===== src/rtl/lsu_byte_serial.sv =====
// lsu_byte_serial: byte-serial RISC-V load/store initiator between execute stage and a byte-array data memory
//
// Each accepted load/store is issued as 1, 2 or 4 single-byte memory cycles.
// This makes misaligned accesses legal and independent of memory lane packing.
// One response pulse follows the last byte.
// Illegal funct3 and out-of-range accesses are rejected without touching memory.
//
// Optional feature: define LSU_MISALIGN_TRAP_EN to reject misaligned H/HU/SH and W/SW accesses.
//
// Ports:
//   clk, rst                 clock, synchronous active-high reset
//   req_valid/req_ready      request handshake (ready only in IDLE with rst low)
//   req_we, req_funct3       store flag, RV32I width/sign code
//   req_addr, req_wdata      byte address, store data (low bytes used)
//   resp_valid               one-cycle response pulse
//   resp_err                 access rejected
//   resp_rdata               extended load result (0 for stores and errors)
//   dm_rd_ctrl, dm_wr_ctrl   memory byte read / byte write strobes
//   dm_addr, dm_din          memory byte address and store byte
//   dm_dout                  combinational memory read data, [7:0] used
module lsu_byte_serial #(
    parameter int ADDR_W    = 32,
    parameter int MEM_BYTES = 16384
) (
    input  logic              clk,
    input  logic              rst,
    input  logic              req_valid,
    output logic              req_ready,
    input  logic              req_we,
    input  logic [2:0]        req_funct3,
    input  logic [ADDR_W-1:0] req_addr,
    input  logic [31:0]       req_wdata,
    output logic              resp_valid,
    output logic              resp_err,
    output logic [31:0]       resp_rdata,
    output logic [2:0]        dm_rd_ctrl,
    output logic [1:0]        dm_wr_ctrl,
    output logic [ADDR_W-1:0] dm_addr,
    output logic [31:0]       dm_din,
    input  logic [31:0]       dm_dout
);
    typedef enum logic [1:0] {IDLE, ACCESS, RESP} state_t;

    state_t            state_q, state_d;
    logic              we_q, err_q;
    logic [2:0]        f3_q, n_q;
    logic [1:0]        i_q;
    logic [ADDR_W-1:0] addr_q;
    logic [31:0]       wdata_q, rdata_q;

    logic              accept, reject, illegal, oob, misalign, last_byte;
    logic [2:0]        n_req;
    logic [ADDR_W:0]   last_addr;
    logic              unused_dout;

    assign unused_dout = ^dm_dout[31:8];

    assign n_req = req_funct3[1:0] == 2'b00 ? 3'd1 : req_funct3[1:0] == 2'b01 ? 3'd2 : 3'd4;
    assign illegal = req_funct3 == 3'b011 || req_funct3[2:1] == 2'b11 || (req_we && req_funct3[2]);
    // One extra bit so an access near the top of the address space cannot wrap into range.
    assign last_addr = {1'b0, req_addr} + (ADDR_W+1)'(n_req) - (ADDR_W+1)'(1);
    assign oob = last_addr >= (ADDR_W+1)'(MEM_BYTES);
`ifdef LSU_MISALIGN_TRAP_EN
    assign misalign = (req_funct3[1:0] == 2'b01 && req_addr[0]) ||
                      (req_funct3[1:0] == 2'b10 && req_addr[1:0] != 2'b00);
`else
    assign misalign = 1'b0;
`endif
    assign reject    = illegal || oob || misalign;
    assign accept    = req_valid && req_ready;
    assign last_byte = {1'b0, i_q} == n_q - 3'd1;

    always_ff @(posedge clk) begin
        if (rst) state_q <= IDLE;
        else     state_q <= state_d;
    end

    always_ff @(posedge clk) begin
        if (rst) begin
            we_q    <= 1'b0;
            err_q   <= 1'b0;
            f3_q    <= '0;
            n_q     <= '0;
            i_q     <= '0;
            addr_q  <= '0;
            wdata_q <= '0;
            rdata_q <= '0;
        end else if (accept) begin
            we_q    <= req_we;
            err_q   <= reject;
            f3_q    <= req_funct3;
            n_q     <= n_req;
            i_q     <= '0;
            addr_q  <= req_addr;
            wdata_q <= req_wdata;
            rdata_q <= '0;
        end else if (state_q == ACCESS) begin
            i_q <= i_q + 2'd1;
            if (!we_q) rdata_q[{i_q, 3'b000} +: 8] <= dm_dout[7:0];
        end
    end

    always_comb begin
        state_d = state_q;
        case (state_q)
            IDLE:    state_d = accept ? (reject ? RESP : ACCESS) : IDLE;
            ACCESS:  state_d = last_byte ? RESP : ACCESS;
            RESP:    state_d = IDLE;
            default: state_d = IDLE;
        endcase
    end

    // Every output is forced quiet while rst is high, whatever the state register holds.
    always_comb begin
        req_ready  = !rst && state_q == IDLE;
        resp_valid = !rst && state_q == RESP;
        resp_err   = resp_valid && err_q;
        resp_rdata = '0;
        if (resp_valid && !err_q && !we_q)
            resp_rdata = f3_q == 3'b000 ? {{24{rdata_q[7]}}, rdata_q[7:0]} :
                         f3_q == 3'b001 ? {{16{rdata_q[15]}}, rdata_q[15:0]} :
                         f3_q == 3'b100 ? {24'b0, rdata_q[7:0]} :
                         f3_q == 3'b101 ? {16'b0, rdata_q[15:0]} : rdata_q;
        dm_rd_ctrl = (!rst && state_q == ACCESS && !we_q) ? 3'b010 : 3'b000;
        dm_wr_ctrl = (!rst && state_q == ACCESS && we_q) ? 2'b01 : 2'b00;
        dm_addr    = (!rst && state_q == ACCESS) ? addr_q + ADDR_W'(i_q) : '0;
        dm_din     = (dm_wr_ctrl == 2'b01) ? {24'b0, wdata_q[{i_q, 3'b000} +: 8]} : '0;
    end
endmodule

===== config.mk =====
export PLATFORM = sky130hd
export DESIGN_NAME = lsu_byte_serial
export DESIGN_NICKNAME = d
export VERILOG_FILES = /design/src/rtl/lsu_byte_serial.sv
export SDC_FILE = /design/constraint.sdc
export NUM_CORES = 1
export LEC_CHECK = 0
export CORE_MARGIN = 4
export CORE_UTILIZATION = 49
export CTS_CLUSTER_SIZE = 14
export DETAILED_ROUTE_END_ITERATION = 8
export GPL_TIMING_DRIVEN = 0
export PLACE_DENSITY_LB_ADDON = 0.08
export SYNTH_ARGS = -nofsm -noshare
export SYNTH_HDL_FRONTEND = slang
export SYNTH_SLANG_ARGS = --single-unit

===== constraint.sdc =====
create_clock -name clk -period 6 [get_ports clk]
set_clock_uncertainty 0.05 [all_clocks]
set_input_delay 1.8 -clock clk [delete_from_list [all_inputs] [get_ports clk]]
set_output_delay 1.8 -clock clk [all_outputs]
set_load 0.005 [all_outputs]

* After elaboration in Yosys (flattened, before gate mapping)
Index checks and enable logic that the tools add are counted.
** Word-level totals
- Logic and storage cells :: 67
- Input bits :: 103
- Bits in registers :: 108
** Operators by class
- $add $sub $neg :: 6
- Shifts and indexed selects :: 3
- Bitwise gates (word level) :: 1
- Multiplexer cells :: 16
- Eq/ne operators :: 10
- Magnitude comparators :: 1
- Reduce and logical (&&, ||, !) cells :: 21
** Operator list (count)
- $mux 32 :: 6
- $add 32x3->33 :: 1
- $ge 33x15->1 const B :: 1
- $sub 33x1->33 const B :: 1
- $add 32x2->32 :: 1
- $bwmux 32 :: 1
- $shift 8x7->32 const A :: 1
- $shiftx 32x6->8 :: 1
- $shiftx 8x7->32 :: 1
- $logic_and 1x1->1 :: 10
- $mux 2 :: 4
- $mux 8 :: 1
- $neg 5->7 :: 1
- $eq 3x3->1 const B :: 2
- $mux 3 :: 2
- $eq 2x1->1 const B :: 2
- $eq 2x2->1 const B :: 2
- $logic_not 2->1 :: 2
- $pmux 2 s2 :: 1
- $eq 2x3->1 :: 1
- $eq 3x1->1 const B :: 1
- $eq 3x2->1 const B :: 1
- $logic_not 1->1 :: 3
- $logic_not 3->1 :: 1
- 8 further kinds :: 10

* Depth between registers and ports, before layout
- Depth after elaboration :: 10
- Gate-level depth with buffers :: 16
- Gate-level depth less buffers :: 16

* Least setup slack after synthesis
No wires, ideal clock.
- Path kind :: in2reg
- Start point :: input port req_funct3[0]
- End point :: register state_q[1]
- Data arrival time :: 4700 ps
- Setup slack :: 1128 ps
- Cell stages on the path :: 15
- Library setup time :: 122 ps
- Cell sequence :: or2_2 -> ha_1 -> inv_1 -> ha_1 -> inv_1 -> fa_1 -> nor2b_1 -> o31ai_1 -> a211oi_1 -> o211ai_1 -> a211oi_1 -> o221ai_1 -> or4_4 -> nor4_1 -> nor2_1
** Between the ends
- Word-level cells in the longest chain between the ends :: 10
** Ends and longest elaborated chain
- start: declaration :: RTL line 30 : input logic [2:0] req_funct3,
- $eq 2x1->1 :: RTL line 58 : assign n_req = req_funct3[1:0] == 2'b00 ? 3'd1 : req_funct3[1:0] == 2'b01 ? 3'd2 : 3'd4;
- $mux 3 (2 in series) :: RTL line 58
- $add 32x3->33 :: RTL line 61 : assign last_addr = {1'b0, req_addr} + (ADDR_W+1)'(n_req) - (ADDR_W+1)'(1);
- $sub 33x1->33 :: RTL line 61
- $ge 33x15->1 :: RTL line 62 : assign oob = last_addr >= (ADDR_W+1)'(MEM_BYTES);
- $logic_or 1x1->1 (*) :: RTL line 69 : assign reject = illegal || oob || misalign;
- $mux 2 (*) (2 in series) :: RTL line 106 : IDLE: state_d = accept ? (reject ? RESP : ACCESS) : IDLE;
- $pmux 2 s2 (*) :: RTL line 105 : case (state_q)
- end signal: assignment :: RTL line 75 : else state_q <= state_d;
- end: declaration :: RTL line 44 : state_t state_q, state_d;
Every way passes the cells marked *; elsewhere a longest branch is shown, timed or not.
A chain may end at the register's enable or synchronous reset.

* Worst setup path after layout
- Start point :: input port rst
- End point :: output port dm_din[1]
** Between the ends
- Word-level cells in the longest chain between the ends :: 6
** Ends and longest elaborated chain
- start: declaration :: RTL line 26 : input logic rst,
- $logic_not 1->1 :: RTL line 125 : dm_wr_ctrl = (!rst && state_q == ACCESS && we_q) ? 2'b01 : 2'b00;
- $logic_and 1x1->1 (2 in series) :: RTL line 125
- $mux 1 :: RTL line 125
- $eq 1x1->1 :: RTL line 127 : dm_din = (dm_wr_ctrl == 2'b01) ? {24'b0, wdata_q[{i_q, 3'b000} +: 8]} : '0;
- $mux 8 :: RTL line 127
- end: declaration :: RTL line 39 : output logic [31:0] dm_din,
Every way passes these cells.

==> metrics <==
RSZ-0062 raised after global routing=false; WP data arrival=slightly below 4 ns; CP bufs+invs=3; Max Root-Sink Buffers=2; simple-gate share of the synthesized area=between 20% and 30%; Critical Path RT=~4.2 ns; Final Max Slew Viols=0; vias in the first global route=7,004; cell count after synthesis=around 1,100; post-synthesis xor/xnor area fraction=approximately 4.0%; antenna-violating nets left=0; register area=between 0.002 and 0.0025 mm^2; hold path depth=2; Psw=between 0.0005 and 0.0006 W; largest family of logic cells by synthesized area=simple AND/OR/NAND/NOR gates; cell mode on critical path=clkdlybuf4s50_1; via-per-instance ratio=between 5 and 6; commonest non-fill, non-tap cell in the layout=nand2_1; DR WL/cell=approximately 16 um; share of the clock period used by the worst path=a little over nine tenths; Pleak=3.65 nW; hold endpoint=rdata_q[5]$_SDFFE_PP0P_; Die X=between 100 and 150 um; via count=~7,900; Max Cap Viol=0; RR Startpoint=i_q[0]$_SDFFE_PP0P_; met3 usage=4.05%; GR Layer Usage met2=between 30% and 40%; first-pass GRT wire length=between 30 and 40 mm; IO Port Bufs=between 150 and 200; num ports=a little over 200; Clock transition at path regs=approximately 0.08 ns; flops & latches, synth=about 110; Die H=roughly 130 um; CP Capture Type=primary output; Pint=~0.0013 W; grt ovf=0; Layout Nets=between 1,000 and 1,500; complex-gate fraction of the synthesized area=around a fifth; GPL Wtd Cong=0.983; Combinational Power Share=between 20% and 30%; worst slew pin tran=between 1 and 1.5 ns; post-layout util=64.7%; # diodes=0; Num Clock Sinks=about 110; CTS tree=built; die area=0.0174 mm^2; slew margin rel.=approximately a fifth; root buf cell=clkbuf_16; Pre-antenna DRT Iters=6; Detailed Route WL=approximately 23 mm; Initial DRC Count=561; hold_buf cts=0; post-synthesis mux area share=under 10%; CP cell instances=clkdlybuf4s50_1 -> clkbuf_1 -> nor2_1 -> and3_1 -> clkdlybuf4s50_1; most frequent cells in the layout=nand2_1, a21oi_1, clkdlybuf4s50_1; synth unique cells=64; r2r setup slk=roughly 2.8 ns; core box area=0.0151 mm^2; initial antenna violation count=0; Max rail drop VDD=about 0.13 mV; Post-Synth Adder-Cell Area=between 7 and 8%; ys async rst share=0%; Area Overhead vs Synth=29.9%; Setup-failing EPs final=0; Post-synth EDFFs=0; synthesized cell area=0.00752 mm^2; Min Clock Period, post-route=5.82 ns; Ys Warns=0; Fmax=roughly 170 MHz; GR peak layer=met2; clock power share=between 30% and 40%; origin of the worst min-delay path=rdata_q[5]$_SDFFE_PP0P_; nature of the critical path startpoint=input pin; clk_lat worst skew=0.36 ns; total negative setup slack=0 ns; row count=45; htree depth=3; Worst path top cell family by delay=buffers and inverters; GR Util All Layers=between 20 and 30%; filler instances=1,444; power per cell area=185 mW/mm^2; Worst Setup Path Type=input pin to primary output; worst hold-check path type=register to register; outcome=finished, final reports clean; Crit Reg-Reg Endpoint=rdata_q[11]$_SDFFE_PP0P_; met1 Resource Use GR=36.0%; switching share of power=30.7%; syn avg cell area=7.05 um^2; drc violations=0; Reg2Reg Depth=6; Seq/Total Area, Yosys=28.8%; CTS Buf Count=9; Main synth FF type=dfxtp_1; largest net degree at the start of global routing=22; Hold Vio Cnt, Final=0; layout cells sized above 1=6.48%; Slowest cell on crit path=nor2_1; Initial Util=between 40% and 50%; max incr delay on CP=around 0.6 ns; Hold Slack=between 0.3 and 0.4 ns; dpl hpwl=between 15 and 20 mm; crit-path max FO=10; Seq pwr share=42.0%; area of the multi-input gates=0.00481 mm^2
## cell usage after synthesis (4+ instances only)
cell type  number  area (um^2)
and2_1         18          113
mux4_2          8          180
buf_1           5         18.8
nand4_1        19          119
xnor2_1        14          123
o21ai_0        31          155
nor2_1         69          259
dfxtp_1       108         2160
a211oi_1        7         52.6
nand3_1        51          255
nand2b_1        7         43.8
a21o_1          5         37.5
o31ai_1         4         30.0
nor3_1         11         55.1
a21oi_1       166          831
xor2_1         20          175
or3_1          12         75.1
o21a_1          5         37.5
o211ai_1        6         45.0
clkbuf_1       40          150
and3_1         19          119
nand2_1       254          953
inv_1          52          195
ha_1           42          526
buf_4          28          210
## what timing repair did
item                                    in CTS  in global routing
endpoints found under the setup margin      16                 10
resized for setup                            2                  1
buffers inserted                             0                  3
pin swaps                                    0                  1
## worst register-to-register path: stages, from the launching register on
cell and delay (ns):
dfxtp_1 0.57, buf_1 0.66, inv_1 0.24, ha_1 0.43, nor3b_1 0.81, nand3_1 0.16
a21oi_1 0.17
## worst max-delay path by stage
| stage | start | endpoint | cells after the start |
|---|---|---|---|
| global route | rst | dm_din[0] | 5 |
| global placement | rst | resp_rdata[25] | 8 |
| CTS | rst | resp_rdata[30] | 8 |
| floorplan | req_funct3[0] | state_q[1]$_SDFF_PP0_ | 15 |
| detailed placement | rst | resp_rdata[23] | 8 |
| finish | rst | dm_din[1] | 5 |
## metal layers
| layer | share of wire, % | vias to the layer above |
|---|---|---|
| met1 | 48 | 3603 |
| met4 | 2.1 | 0 |
| met2 | 43 | 246 |
| met3 | 6.2 | 30 |
| met5 | 0 | - |
| li1 | - | 3990 |
## per-stage QoR
stage	instance area (um^2)	total power, W	setup WS [ns]	instances
after floorplan	7610	0.00103	1.13	1092
after global placement	9400	0.00117	-0.373	1435
after detailed placement	9400	0.00117	-0.407	1435
after CTS	9740	0.00181	0.0647	1451
after global routing	9760	0.00188	0.0715	1453
final	9760	0.00181	0.179	1453
## layout make-up
cell class / instances / area share, %
buffer: 80 / 4.72
clock buffer: 9 / 2.31
clock inverter: 7 / 1.03
inverter: 52 / 2.00
multi-input combinational: 851 / 49.3
sequential: 108 / 22.2
tap: 188 / 2.41
timing repair buffer: 158 / 16.1
## cells by family (layout without fill, tap and decap cells)
kind of cell / after synthesis / count (layout)
AOI/OAI and AO/OA: 254 / 254
and+or+nand+nor: 480 / 480
buffers and inverters: 133 / 306
DFF: 108 / 108
xor gates and xnor gates: 34 / 34
other: 1 / 27
muxes: 12 / 12
adders and majority gates: 44 / 44
## registers in the layout, indices dropped and copies added (netlist names)
signal,flops
rdata_q,32
addr_q,32
wdata_q,32
err_q,1
n_q,3
we_q,1
f3_q,3
i_q,2
state_q,2
## power groups by stage
stage	registers (W)	clock network (W)	logic (W)
after CTS	0.000758	0.000650	0.000399
after global routing	0.000761	0.000675	0.000446
after detailed placement	0.000775	0	0.000396
final	0.000759	0.000643	0.000404
after floorplan	0.000769	0	0.000258
after global placement	0.000774	0	0.000394
(Power assumes the default switching activity.)
